$ cat src/rtl/mmu_tlb_pkg.sv
// rtl/mmu_tlb_pkg.sv - shared constants, entry type and FSM states for the joint TLB
package mmu_tlb_pkg;

    localparam int NUM_ENTRIES = 8;
    localparam int INDEX_W     = 3;

    localparam logic [1:0] MMU_NONE = 2'b00;
    localparam logic [1:0] MMU_TLBR = 2'b01;
    localparam logic [1:0] MMU_TLBW = 2'b10;
    localparam logic [1:0] MMU_TLBP = 2'b11;

    localparam logic [4:0] EXCCODE_MOD  = 5'd1;
    localparam logic [4:0] EXCCODE_TLBL = 5'd2;
    localparam logic [4:0] EXCCODE_TLBS = 5'd3;

    // VA[31:30] of kseg0/kseg1: bypasses the TLB entirely
    localparam logic [1:0] UNMAPPED_SEG = 2'b10;

    // PageMask[28:13] value of a 16 KB page; every other value selects like 4 KB
    localparam logic [15:0] MASK_16K = 16'h0003;

    typedef struct packed {
        logic [18:0] vpn2;
        logic [7:0]  asid;
        logic        g;
        logic [15:0] mask;
        logic [19:0] pfn0;
        logic        d0;
        logic        v0;
        logic [19:0] pfn1;
        logic        d1;
        logic        v1;
    } tlb_entry_t;

    typedef enum logic [1:0] {
        CP0_IDLE = 2'd0,
        CP0_ACK  = 2'd1,
        CP0_HOLD = 2'd2
    } cp0_state_t;

    // A 16 KB page keeps VA[13:12] as offset bits in place of the PFN low bits
    function automatic logic [31:0] make_pa(input logic [19:0] pfn,
                                            input logic [31:0] va,
                                            input logic        big);
        if (big) begin
            make_pa = {pfn[19:2], va[13:0]};
        end else begin
            make_pa = {pfn, va[11:0]};
        end
    endfunction

endpackage

$ cat src/rtl/mmu_tlb_entry_match.sv
// rtl/mmu_tlb_entry_match.sv - per-entry VPN2/ASID compare and odd/even page select
//
// Ports:
//   e_vpn2, e_mask, e_g, e_asid : stored entry tag fields
//   vpn2, asid                  : lookup VA[31:13] and ASID
//   va12, va14                  : VA bits used for the odd/even page select
//   hit                         : entry matches the lookup
//   odd                         : lookup falls in the odd page of the pair
module mmu_tlb_entry_match
    import mmu_tlb_pkg::*;
(
    input  logic [18:0] e_vpn2,
    input  logic [15:0] e_mask,
    input  logic        e_g,
    input  logic [7:0]  e_asid,
    input  logic [18:0] vpn2,
    input  logic [7:0]  asid,
    input  logic        va12,
    input  logic        va14,
    output logic        hit,
    output logic        odd
);

    logic vpn_eq;
    logic asid_eq;

    // Masked-off VPN2 bits never take part in the compare
    assign vpn_eq  = ((e_vpn2 ^ vpn2) & ~{3'b000, e_mask}) == 19'd0;
    assign asid_eq = e_g || (e_asid == asid);
    assign hit     = vpn_eq && asid_eq;
    assign odd     = (e_mask == MASK_16K) ? va14 : va12;

endmodule

$ cat src/rtl/mmu_tlb.sv
// rtl/mmu_tlb.sv - 8-entry fully associative joint TLB with CP0 TLBR/TLBW/TLBP service
//
// Ports:
//   Clk, Reset_N                         : clock, asynchronous active-low reset
//   EntryHi_I/EntryLo0_I/EntryLo1_I/PageMask_I : CP0 staging registers
//   ASID_I, MMU_Mode_I                   : current ASID, kernel mode
//   MMU_Func_I, MMU_Index_I              : CP0 operation and target entry
//   CP0_RdReq_I, CP0_WrReq_I             : TLBR/TLBP level request, TLBW strobe
//   Trans_Valid_I/VA_I/Store_I           : translation request
//   Trans_Ack_O/PA_O/Exc_O/ExcCode_O     : registered translation result
//   MMU_Req_O, MMU_BadVAddr_O            : fault strobe and faulting VA
//   MMU_EntryHi_O..MMU_PageMask_O        : TLBR read-back
//   MMU_Index_O, MMU_Matched_O           : TLBP result
//   MMU_AckR_O, MMU_AckP_O               : single-cycle TLBR/TLBP done
module mmu_tlb
    import mmu_tlb_pkg::*;
(
    input  logic                Clk,
    input  logic                Reset_N,
    input  logic [31:0]         EntryHi_I,
    input  logic [31:0]         EntryLo0_I,
    input  logic [31:0]         EntryLo1_I,
    input  logic [31:0]         PageMask_I,
    input  logic [7:0]          ASID_I,
    input  logic [1:0]          MMU_Func_I,
    input  logic [INDEX_W-1:0]  MMU_Index_I,
    input  logic                CP0_RdReq_I,
    input  logic                CP0_WrReq_I,
    input  logic                MMU_Mode_I,
    input  logic                Trans_Valid_I,
    input  logic [31:0]         Trans_VA_I,
    input  logic                Trans_Store_I,
    output logic                Trans_Ack_O,
    output logic [31:0]         Trans_PA_O,
    output logic                Trans_Exc_O,
    output logic [6:2]          Trans_ExcCode_O,
    output logic                MMU_Req_O,
    output logic [31:0]         MMU_BadVAddr_O,
    output logic [31:0]         MMU_EntryHi_O,
    output logic [31:0]         MMU_EntryLo0_O,
    output logic [31:0]         MMU_EntryLo1_O,
    output logic [31:0]         MMU_PageMask_O,
    output logic [INDEX_W-1:0]  MMU_Index_O,
    output logic                MMU_AckR_O,
    output logic                MMU_AckP_O,
    output logic                MMU_Matched_O
);

    tlb_entry_t entries [NUM_ENTRIES];
    tlb_entry_t wr_entry;
    tlb_entry_t sel_entry;
    tlb_entry_t rd_entry;

    logic [NUM_ENTRIES-1:0] t_hit;
    logic [NUM_ENTRIES-1:0] t_odd;
    logic [NUM_ENTRIES-1:0] p_hit;
    logic [NUM_ENTRIES-1:0] p_odd_unused;

    logic               t_any;
    logic [INDEX_W-1:0] t_idx;
    logic               p_any;
    logic [INDEX_W-1:0] p_idx;

    logic               sel_odd;
    logic [19:0]        sel_pfn;
    logic               sel_v;
    logic               sel_d;
    logic               t_fault;
    logic [4:0]         t_code;
    logic [31:0]        t_pa;

    logic               tlbw;
    cp0_state_t         state_q;
    cp0_state_t         state_d;
    logic               cp0_capture;
    logic               is_read_q;

    assign tlbw = CP0_WrReq_I && (MMU_Func_I == MMU_TLBW);

    // Translation port and probe port each get their own comparator bank
    for (genvar gi = 0; gi < NUM_ENTRIES; gi++) begin : g_match
        mmu_tlb_entry_match u_trans (
            .e_vpn2 (entries[gi].vpn2),
            .e_mask (entries[gi].mask),
            .e_g    (entries[gi].g),
            .e_asid (entries[gi].asid),
            .vpn2   (Trans_VA_I[31:13]),
            .asid   (ASID_I),
            .va12   (Trans_VA_I[12]),
            .va14   (Trans_VA_I[14]),
            .hit    (t_hit[gi]),
            .odd    (t_odd[gi])
        );
        mmu_tlb_entry_match u_probe (
            .e_vpn2 (entries[gi].vpn2),
            .e_mask (entries[gi].mask),
            .e_g    (entries[gi].g),
            .e_asid (entries[gi].asid),
            .vpn2   (EntryHi_I[31:13]),
            .asid   (EntryHi_I[7:0]),
            .va12   (1'b0),
            .va14   (1'b0),
            .hit    (p_hit[gi]),
            .odd    (p_odd_unused[gi])
        );
    end

    // Priority encoders: scanning downward leaves the lowest hitting index
    always_comb begin
        t_any = 1'b0;
        t_idx = '0;
        p_any = 1'b0;
        p_idx = '0;
        for (int i = NUM_ENTRIES - 1; i >= 0; i--) begin
            if (t_hit[i]) begin
                t_any = 1'b1;
                t_idx = INDEX_W'(i);
            end
            if (p_hit[i]) begin
                p_any = 1'b1;
                p_idx = INDEX_W'(i);
            end
        end
    end

    assign sel_entry = entries[t_idx];
    assign sel_odd   = t_odd[t_idx];
    assign sel_pfn   = sel_odd ? sel_entry.pfn1 : sel_entry.pfn0;
    assign sel_v     = sel_odd ? sel_entry.v1   : sel_entry.v0;
    assign sel_d     = sel_odd ? sel_entry.d1   : sel_entry.d0;

    always_comb begin
        t_fault = 1'b0;
        t_code  = EXCCODE_TLBL;
        t_pa    = {3'b000, Trans_VA_I[28:0]};
        if (Trans_VA_I[31:30] != UNMAPPED_SEG) begin
            t_pa = make_pa(sel_pfn, Trans_VA_I, sel_entry.mask == MASK_16K);
            if (!t_any || !sel_v) begin
                t_fault = 1'b1;
                t_code  = Trans_Store_I ? EXCCODE_TLBS : EXCCODE_TLBL;
            end else if (Trans_Store_I && !sel_d) begin
                t_fault = 1'b1;
                t_code  = EXCCODE_MOD;
            end
        end
    end

    always_comb begin
        wr_entry      = '0;
        wr_entry.vpn2 = EntryHi_I[31:13] & ~{3'b000, PageMask_I[28:13]};
        wr_entry.asid = EntryHi_I[7:0];
        wr_entry.g    = EntryLo0_I[0] & EntryLo1_I[0];
        wr_entry.mask = PageMask_I[28:13];
        wr_entry.pfn0 = EntryLo0_I[25:6];
        wr_entry.d0   = EntryLo0_I[2];
        wr_entry.v0   = EntryLo0_I[1];
        wr_entry.pfn1 = EntryLo1_I[25:6];
        wr_entry.d1   = EntryLo1_I[2];
        wr_entry.v1   = EntryLo1_I[1];
    end

    always_ff @(posedge Clk or negedge Reset_N) begin
        if (!Reset_N) begin
            for (int i = 0; i < NUM_ENTRIES; i++) begin
                entries[i] <= '0;
            end
        end else if (tlbw) begin
            entries[MMU_Index_I] <= wr_entry;
        end
    end

    always_ff @(posedge Clk or negedge Reset_N) begin
        if (!Reset_N) begin
            Trans_Ack_O     <= 1'b0;
            Trans_PA_O      <= '0;
            Trans_Exc_O     <= 1'b0;
            Trans_ExcCode_O <= '0;
            MMU_Req_O       <= 1'b0;
            MMU_BadVAddr_O  <= '0;
        end else begin
            Trans_Ack_O <= Trans_Valid_I;
            Trans_Exc_O <= Trans_Valid_I && t_fault;
            MMU_Req_O   <= Trans_Valid_I && t_fault;
            if (Trans_Valid_I) begin
                Trans_PA_O      <= t_pa;
                Trans_ExcCode_O <= t_fault ? t_code : 5'd0;
            end
            if (Trans_Valid_I && t_fault) begin
                MMU_BadVAddr_O <= Trans_VA_I;
            end
        end
    end

    always_ff @(posedge Clk or negedge Reset_N) begin
        if (!Reset_N) begin
            state_q <= CP0_IDLE;
        end else begin
            state_q <= state_d;
        end
    end

    always_comb begin
        state_d     = state_q;
        cp0_capture = 1'b0;
        MMU_AckR_O  = 1'b0;
        MMU_AckP_O  = 1'b0;
        case (state_q)
            CP0_IDLE: begin
                if (CP0_RdReq_I && (MMU_Func_I == MMU_TLBR || MMU_Func_I == MMU_TLBP)) begin
                    cp0_capture = 1'b1;
                    state_d     = CP0_ACK;
                end
            end
            CP0_ACK: begin
                MMU_AckR_O = is_read_q;
                MMU_AckP_O = !is_read_q;
                state_d    = CP0_HOLD;
            end
            CP0_HOLD: begin
                // Waiting here is what keeps a held request from acking twice
                if (!CP0_RdReq_I) begin
                    state_d = CP0_IDLE;
                end
            end
            default: state_d = CP0_IDLE;
        endcase
    end

    assign rd_entry = entries[MMU_Index_I];

    always_ff @(posedge Clk or negedge Reset_N) begin
        if (!Reset_N) begin
            is_read_q      <= 1'b0;
            MMU_EntryHi_O  <= '0;
            MMU_EntryLo0_O <= '0;
            MMU_EntryLo1_O <= '0;
            MMU_PageMask_O <= '0;
            MMU_Index_O    <= '0;
            MMU_Matched_O  <= 1'b0;
        end else if (cp0_capture) begin
            is_read_q <= (MMU_Func_I == MMU_TLBR);
            if (MMU_Func_I == MMU_TLBR) begin
                MMU_EntryHi_O  <= {rd_entry.vpn2, 5'b00000, rd_entry.asid};
                MMU_EntryLo0_O <= {6'b0, rd_entry.pfn0, 3'b000, rd_entry.d0, rd_entry.v0, rd_entry.g};
                MMU_EntryLo1_O <= {6'b0, rd_entry.pfn1, 3'b000, rd_entry.d1, rd_entry.v1, rd_entry.g};
                MMU_PageMask_O <= {3'b000, rd_entry.mask, 13'b0};
            end else begin
                MMU_Matched_O <= p_any;
                MMU_Index_O   <= p_any ? p_idx : '0;
            end
        end
    end

    // Staging-register bits with no entry storage, and the probe bank's page select
    logic unused_inputs;
    assign unused_inputs = ^{MMU_Mode_I, EntryHi_I[12:8], EntryLo0_I[31:26], EntryLo0_I[5:3],
                             EntryLo1_I[31:26], EntryLo1_I[5:3], PageMask_I[31:29],
                             PageMask_I[12:0], p_odd_unused};

endmodule
$ cat config.mk
export PLATFORM = sky130hd
export DESIGN_NAME = mmu_tlb
export DESIGN_NICKNAME = d
export VERILOG_FILES = /design/src/rtl/mmu_tlb_pkg.sv /design/src/rtl/mmu_tlb_entry_match.sv /design/src/rtl/mmu_tlb.sv
export SDC_FILE = /design/constraint.sdc
export NUM_CORES = 2
export LEC_CHECK = 0
export BUFFER_PORTS_ARGS = -buffer_cell sky130_fd_sc_hd__buf_2
export CORE_MARGIN = 10
export CORE_UTILIZATION = 45
export CTS_CLUSTER_SIZE = 25
export DETAILED_ROUTE_END_ITERATION = 16
export GPL_TIMING_DRIVEN = 0
export HOLD_SLACK_MARGIN = 0.03
export PLACE_DENSITY_LB_ADDON = 0.08
export SLEW_MARGIN = 20
export SYNTH_ARGS = -nofsm -noshare
export SYNTH_HDL_FRONTEND = slang
export SYNTH_SLANG_ARGS = --single-unit
$ cat constraint.sdc
create_clock -name Clk -period 8.6 [get_ports Clk]
set_input_delay 0.43 -clock Clk [delete_from_list [all_inputs] [get_ports Clk]]
set_output_delay 0.43 -clock Clk [all_outputs]
set_load 0.1 [all_outputs]
After elaboration in Yosys (flattened, before gate mapping) --
Cells that the tools add are included.
Word-level totals: register bits 871, latch bits 0, memory bits (writable) 0, ROM bits 0, input port bits 180, output and inout port bits 206, word-level logic and storage cells 311, memories kept 0
Operators by class: add/subtract/negate cells 0, multipliers 0, div/mod/pow operators 0, magnitude comparators 4, equality and inequality tests 33, shift-type cells 0, multiplexer cells 72, bitwise logic cells 46, reduce and logical (&&, ||, !) cells 63
Operator list (count):
- $bwmux 704 | 1
- $bmux 88 s3 | 2
- $and 19x19->19 | 17
- $logic_not 19->1 | 16
- $xor 19x19->19 | 16
- $demux 88 s3 | 1
- $mux 88 | 3
- $not 16->19 | 9
- $eq 16x2->1 const B | 9
- $eq 8x8->1 | 16
- $mux 60 | 2
- $mux 3 | 17
- $mux 1 | 35
- $mux 32 | 1
- $logic_and 1x1->1 | 21
- $mux 20 | 1
- $logic_or 1x1->1 | 18
- $mux 14 | 1
- $mux 2 | 5
- $ge 4x4->1 const B | 2
- $not 3->4 | 2
- $eq 2x2->1 const B | 3
- $ne 2x2->1 const B | 3
- $pmux 2 s3 | 1
- 10 further kinds | 16

Logic depth before layout (Yosys ltp) --
depth in word-level cells 23, gate-level depth with buffers 16, depth with buffers taken out 11

Cells and area by module --
A second synthesis with hierarchy kept.
Second synthesis, totals: cell total of the unflattened synthesis 4486, area, all modules 47022.6 um^2
Modules (own cells, without submodules):
- mmu_tlb | instances 1, cells each 3702, area an instance 40876.7 um^2, seq. area each 21695.8 um^2
- mmu_tlb_entry_match | instances 16, cells each 49, area an instance 384.1 um^2, seq. area each 0.0 um^2

Worst setup path after synthesis --
Ideal clock, no wire load.
path type in2reg, from input port ASID_I[5], to register MMU_BadVAddr_O[10], setup time 131 ps, data arrival time 3499 ps, required time 8469 ps, slack 4969 ps, cell stages on the path 14, buffers on the path 4, path through buf_4 -> xor2_1 -> nor4_1 -> a21oi_1 -> nor4_4 -> a21oi_1 -> a31o_2 -> buf_2 -> mux2i_1 -> mux2_2 -> buf_4 -> buf_2 -> o211a_1 -> or3_1
Between the ends: word-level cells in the longest chain between the ends 22, elaborated cells on any way between the ends 57, those cells by class 8 x eq/ne; 26 x mux; 1 x bitwise; 22 x reduce/logical
RTL lines:
- from (decl) | line mmu_tlb.sv:24 | input logic [7:0] ASID_I,
- $eq 8x8->1 | line mmu_tlb_entry_match.sv:29 | assign asid_eq = e_g || (e_asid == asid);
- $logic_or 1x1->1 | line mmu_tlb_entry_match.sv:29
- $logic_and 1x1->1 | line mmu_tlb_entry_match.sv:30 | assign hit = vpn_eq && asid_eq;
- $mux 3 (8 in a row) | line mmu_tlb.sv:115 | if (t_hit[i]) begin
- $not 3->4 (implied by the code) | line mmu_tlb.sv:126 | assign sel_entry = entries[t_idx];
- $bmux 88 s3 | line mmu_tlb.sv:126
- $mux 60 (implied by the code) (2 in a row) | line mmu_tlb.sv:126
- $mux 1 | line mmu_tlb.sv:130 | assign sel_d = sel_odd ? sel_entry.d1 : sel_entry.d0;
- $logic_not 1->1 | line mmu_tlb.sv:141 | end else if (Trans_Store_I && !sel_d) begin
- $logic_and 1x1->1 | line mmu_tlb.sv:141
- $mux 1 | line mmu_tlb.sv:141
- $mux 1 * | line mmu_tlb.sv:138 | if (!t_any || !sel_v) begin
- $mux 1 * | line mmu_tlb.sv:136 | if (Trans_VA_I[31:30] != UNMAPPED_SEG) begin
- $logic_and 1x1->1 * | line mmu_tlb.sv:188 | if (Trans_Valid_I && t_fault) begin
- to (signal assigned) | line mmu_tlb.sv:189 | MMU_BadVAddr_O <= Trans_VA_I;
- to (decl) | line mmu_tlb.sv:38 | output logic [31:0] MMU_BadVAddr_O,
Every way passes the cells marked *; elsewhere a longest branch is shown, timed or not. The select of a mux whose other input is x is not followed. A chain may end at the register's enable or synchronous reset.

Worst setup path after layout --
from register entries[138] (netlist name), to register Trans_PA_O[20]
Between the ends: word-level cells in the longest chain between the ends 17, elaborated cells on any way between the ends 21, those cells by class 1 x eq/ne; 15 x mux; 3 x bitwise; 2 x reduce/logical
RTL lines:
- from (decl) | line mmu_tlb.sv:49 | tlb_entry_t entries [NUM_ENTRIES];
- from (signal, indexed assignment) | line mmu_tlb.sv:168 | entries[MMU_Index_I] <= wr_entry;
- $not 16->19 | line mmu_tlb_entry_match.sv:28 | assign vpn_eq = ((e_vpn2 ^ vpn2) & ~{3'b000, e_mask}) == 19'd0;
- $and 19x19->19 | line mmu_tlb_entry_match.sv:28
- $logic_not 19->1 | line mmu_tlb_entry_match.sv:28
- $logic_and 1x1->1 | line mmu_tlb_entry_match.sv:30
- $mux 3 (7 in a row) | line mmu_tlb.sv:115
- $not 3->4 (implied by the code) | line mmu_tlb.sv:126
- $bmux 88 s3 | line mmu_tlb.sv:126
- $mux 60 (implied by the code) (2 in a row) | line mmu_tlb.sv:126
- $mux 20 * | line mmu_tlb.sv:128 | assign sel_pfn = sel_odd ? sel_entry.pfn1 : sel_entry.pfn0;
- $mux 32 * | line mmu_tlb.sv:136
- to (signal assigned) | line mmu_tlb.sv:185 | Trans_PA_O <= t_pa;
- to (decl) | line mmu_tlb.sv:34 | output logic [31:0] Trans_PA_O,
Marked as above.

==> metrics.txt <==
status=finished, final reports clean; Final ANT Viol Nets=0; #FFs+latches synth=between 800 and 900; Num CTS Buffers=~100; IO Port Bufs=~230; DR WL/cell=39.6 µm; met2 wire length=approximately 110 mm; post-synthesis cell count=5207; # Post-CTS Setup Buffers=0; sequential element share of the synthesized area=45.3%; first-pass GRT wire length=between 300 and 400 mm; Nets=about 5800; CP Capture Type=flip-flop; Cell Chain, Critical Path=o22ai_1 -> nor4_1 -> and4b_1 -> o211ai_1 -> a21oi_2 -> clkbuf_1 -> buf_2 -> buf_2 -> clkbuf_1 -> o2111ai_1 -> nand3_1 -> o21ai_0; CP Buf/Inv Count=4; layout cells sized above 1=17.8%; Core Area=~0.11 mm²; # IOs=slightly below 400; Netlist cell types=72; Pins Over Slew Limit=0; Max Buffers Root-to-Sink=3; clk slew on worst S/H paths=0.07 ns; Worst slew margin=under 10%; Yosys warning count=0; Max stage delay on crit path=roughly 0.74 ns; GPL Wtd Cong=1.11; largest net degree at the start of global routing=133; CP Launch Point=entries[138]$_DFFE_PN0P_; Mean Syn Cell Area=9.20 µm²; Layout Skew=around 0.028 ns; Die Height=roughly 350 µm; hold crit path type=input port to flip-flop; # DRC=0; H-tree levels=3; min-delay src=EntryLo0_I[11]; Post-Route M1 WL=between 100 and 150 mm; Pre-antenna DRT Iters=6; Worst EP required=9.19 ns; die area=0.120 mm²; number of global-route vias before repair=44338; post-CTS resize count=0; PwrDens=approximately 270 mW/mm²; RSZ-0062 raised after global routing=no; Via density=between 6 and 7; Root Buffer=clkbuf_16; DP HPWL=205 mm; area growth from synthesis to layout=16.1%; Die Wd=346 µm; GRT overflow=0; initial antenna violation count=27; synthesized area=0.0479 mm²; final setup TNS=0 ns; final std cell area, no fill=~0.056 mm²; Max VDD drop=0.300 mV; Routed Wire Length=283 mm; Startpoint Class=flip-flop; Post-synth EDFFs=0; final setup vio count=0; r2r startpoint=entries[138]$_DFFE_PN0P_; Worst-Margin Slew=around 1.4 ns; crit path max-delay cell type=dfrtp_1; CTS hold repair buffers=50; clk_lat worst skew=approximately 0.73 ns; Overall Global Routing Usage=a little under half; Detailed Route Iter0 Violations=about 7500; starting density of the core=45.4%; CP delay by family, top=buffers and inverters; fin crit share=between 70% and 80%; Fin. Hold Viols=0; top_reg_cell synth=dfrtp_1; Fmax achieved=0.161 GHz; worst-path maximum fanout=10; routed vias=about 48000; CTS tree=done; crit path DAT=~6.8 ns; Leak=~0.026 µW; minimum clock period=between 6 and 7 ns; asr flop ratio synth=between 90% and 100%; area post-placement=0.0514 mm²; highest metal used=met5; met3 wire len=47.1 mm; Rows=approximately 120; Crit Path Category=flip-flop to flip-flop; # clock sinks=between 800 and 900; max cap viols=0
## worst reg2reg max path, stage by stage, from the launching register on
cell and delay (ns):
dfrtp_1 0.74, o22ai_1 0.20, nor4_1 0.50, and4b_1 0.66
o211ai_1 0.37, a21oi_2 0.58, clkbuf_1 0.64, buf_2 0.47
buf_2 0.50, clkbuf_1 0.70, o2111ai_1 0.35, nand3_1 0.26
o21ai_0 0.11
## where the power goes
part	internal (µW)	switching, µW
Sequential	4830	1150
Clock	2740	1980
Combinational	1230	3100
Total	8810	6230
## state kept, by name (all words and copies together), names as in the netlist
name             flops
MMU_EntryLo1_O      23
MMU_EntryLo0_O      22
MMU_Matched_O        1
MMU_BadVAddr_O      32
MMU_Index_O          3
MMU_EntryHi_O       27
is_read_q            1
MMU_PageMask_O      16
MMU_Req_O            1
state_q              2
Trans_ExcCode_O      2
Trans_Ack_O          1
Trans_PA_O          32
entries            704
## logic make-up after synthesis
group	count (synthesis)	share of synthesized area, %
AND/OR/NAND/NOR	1898	16.3
flip-flops	867	45.3
XOR/XNOR	432	7.90
buffers and inverters	464	4.25
multiplexers	568	12.9
AO/OA/AOI/OAI	977	13.4
other	1	0.00783
## routing by layer
metal	vias up	GRT usage (%)
li1	18940	-
met1	24006	58.0
met2	4304	58.8
met3	1020	23.7
met4	20	28.8
met5	-	1.44
## placed cells by master (no fill, tap or decap), types with 192 or more instances in the layout
master and instances:
nor2_1 249, buf_2 295, o21ai_0 228, dfrtp_1 867, clkbuf_1 227, mux2_2 376, a21oi_1 223, nand2_1 1317
mux2i_1 192, xnor2_1 298
## cell usage after synthesis (all sizes together), types with 4 or more instances
| cell type | instances | area, µm² |
|---|---|---|
| a211oi | 43 | 323 |
| a21oi | 225 | 1140 |
| a221o | 7 | 70.1 |
| a221oi | 86 | 753 |
| a22o | 24 | 210 |
| a22oi | 58 | 435 |
| a311oi | 10 | 87.6 |
| a31o | 5 | 43.8 |
| a31oi | 11 | 68.8 |
| a41o | 6 | 60.1 |
| and2 | 8 | 50.1 |
| and3 | 9 | 56.3 |
| buf | 162 | 901 |
| clkbuf | 289 | 1080 |
| dfrtp | 867 | 21700 |
| inv | 12 | 45.0 |
| mux2 | 376 | 4230 |
| mux2i | 192 | 1920 |
| nand2 | 1317 | 4940 |
| nand2b | 22 | 138 |
| nand3 | 86 | 430 |
| nand4 | 15 | 93.8 |
| nor2 | 254 | 956 |
| nor2b | 10 | 62.6 |
| nor3 | 56 | 280 |
| nor4 | 75 | 490 |
| nor4b | 4 | 35.0 |
| o2111ai | 16 | 140 |
| o211a | 46 | 460 |
| o211ai | 25 | 188 |
| o21ai | 230 | 1160 |
| o221a | 6 | 67.6 |
| o221ai | 8 | 70.1 |
| o22ai | 147 | 920 |
| or3 | 32 | 200 |
| xnor2 | 298 | 2610 |
| xor2 | 134 | 1170 |
## worst paths after layout
kind | end | slack, ns | depth (start not counted)
setup / recovery | Trans_PA_O[20]$_DFFE_PN0P_ | 2.39 | 12
hold / removal | entries[117]$_DFFE_PN0P_ | 0.05 | 3
setup reg to reg | Trans_PA_O[20]$_DFFE_PN0P_ | 2.39 | 12
hold reg to reg | state_q[0]$_DFFE_PN0P_ | 0.48 | 1
max in group asynchronous | entries[275]$_DFFE_PN0P_ | 6.52 | 4
min in group asynchronous | entries[328]$_DFFE_PN0P_ | 0.24 | 2
## cell type report
cell class / count / area [µm²]
fillers: 9955 / 49800
multi-input cells: 3917 / 24400
flip-flops and latches: 867 / 21700
clock buffers: 130 / 2820
plain buffers: 451 / 2100
repair buffers: 301 / 2050
well taps: 1391 / 1740
clock inverters: 53 / 737
diodes: 25 / 62.6
inverters: 13 / 48.8
## metrics by stage
stage	worst slack [ns]	util, %	cells	power (µW)	hold WS (ns)
4_1_cts	2.88	52.6	7120	14800	0.0306
2_1_floorplan	4.97	-	5248	8520	0.134
5_1_grt	2.47	52.7	7123	15400	0.0569
6_report	2.39	52.7	7148	15000	0.0487
3_3_place_gp	-12.76	48.3	6872	10100	0.461
3_5_place_dp	2.34	48.8	6887	10100	0.403
(Power assumes the default switching activity.)
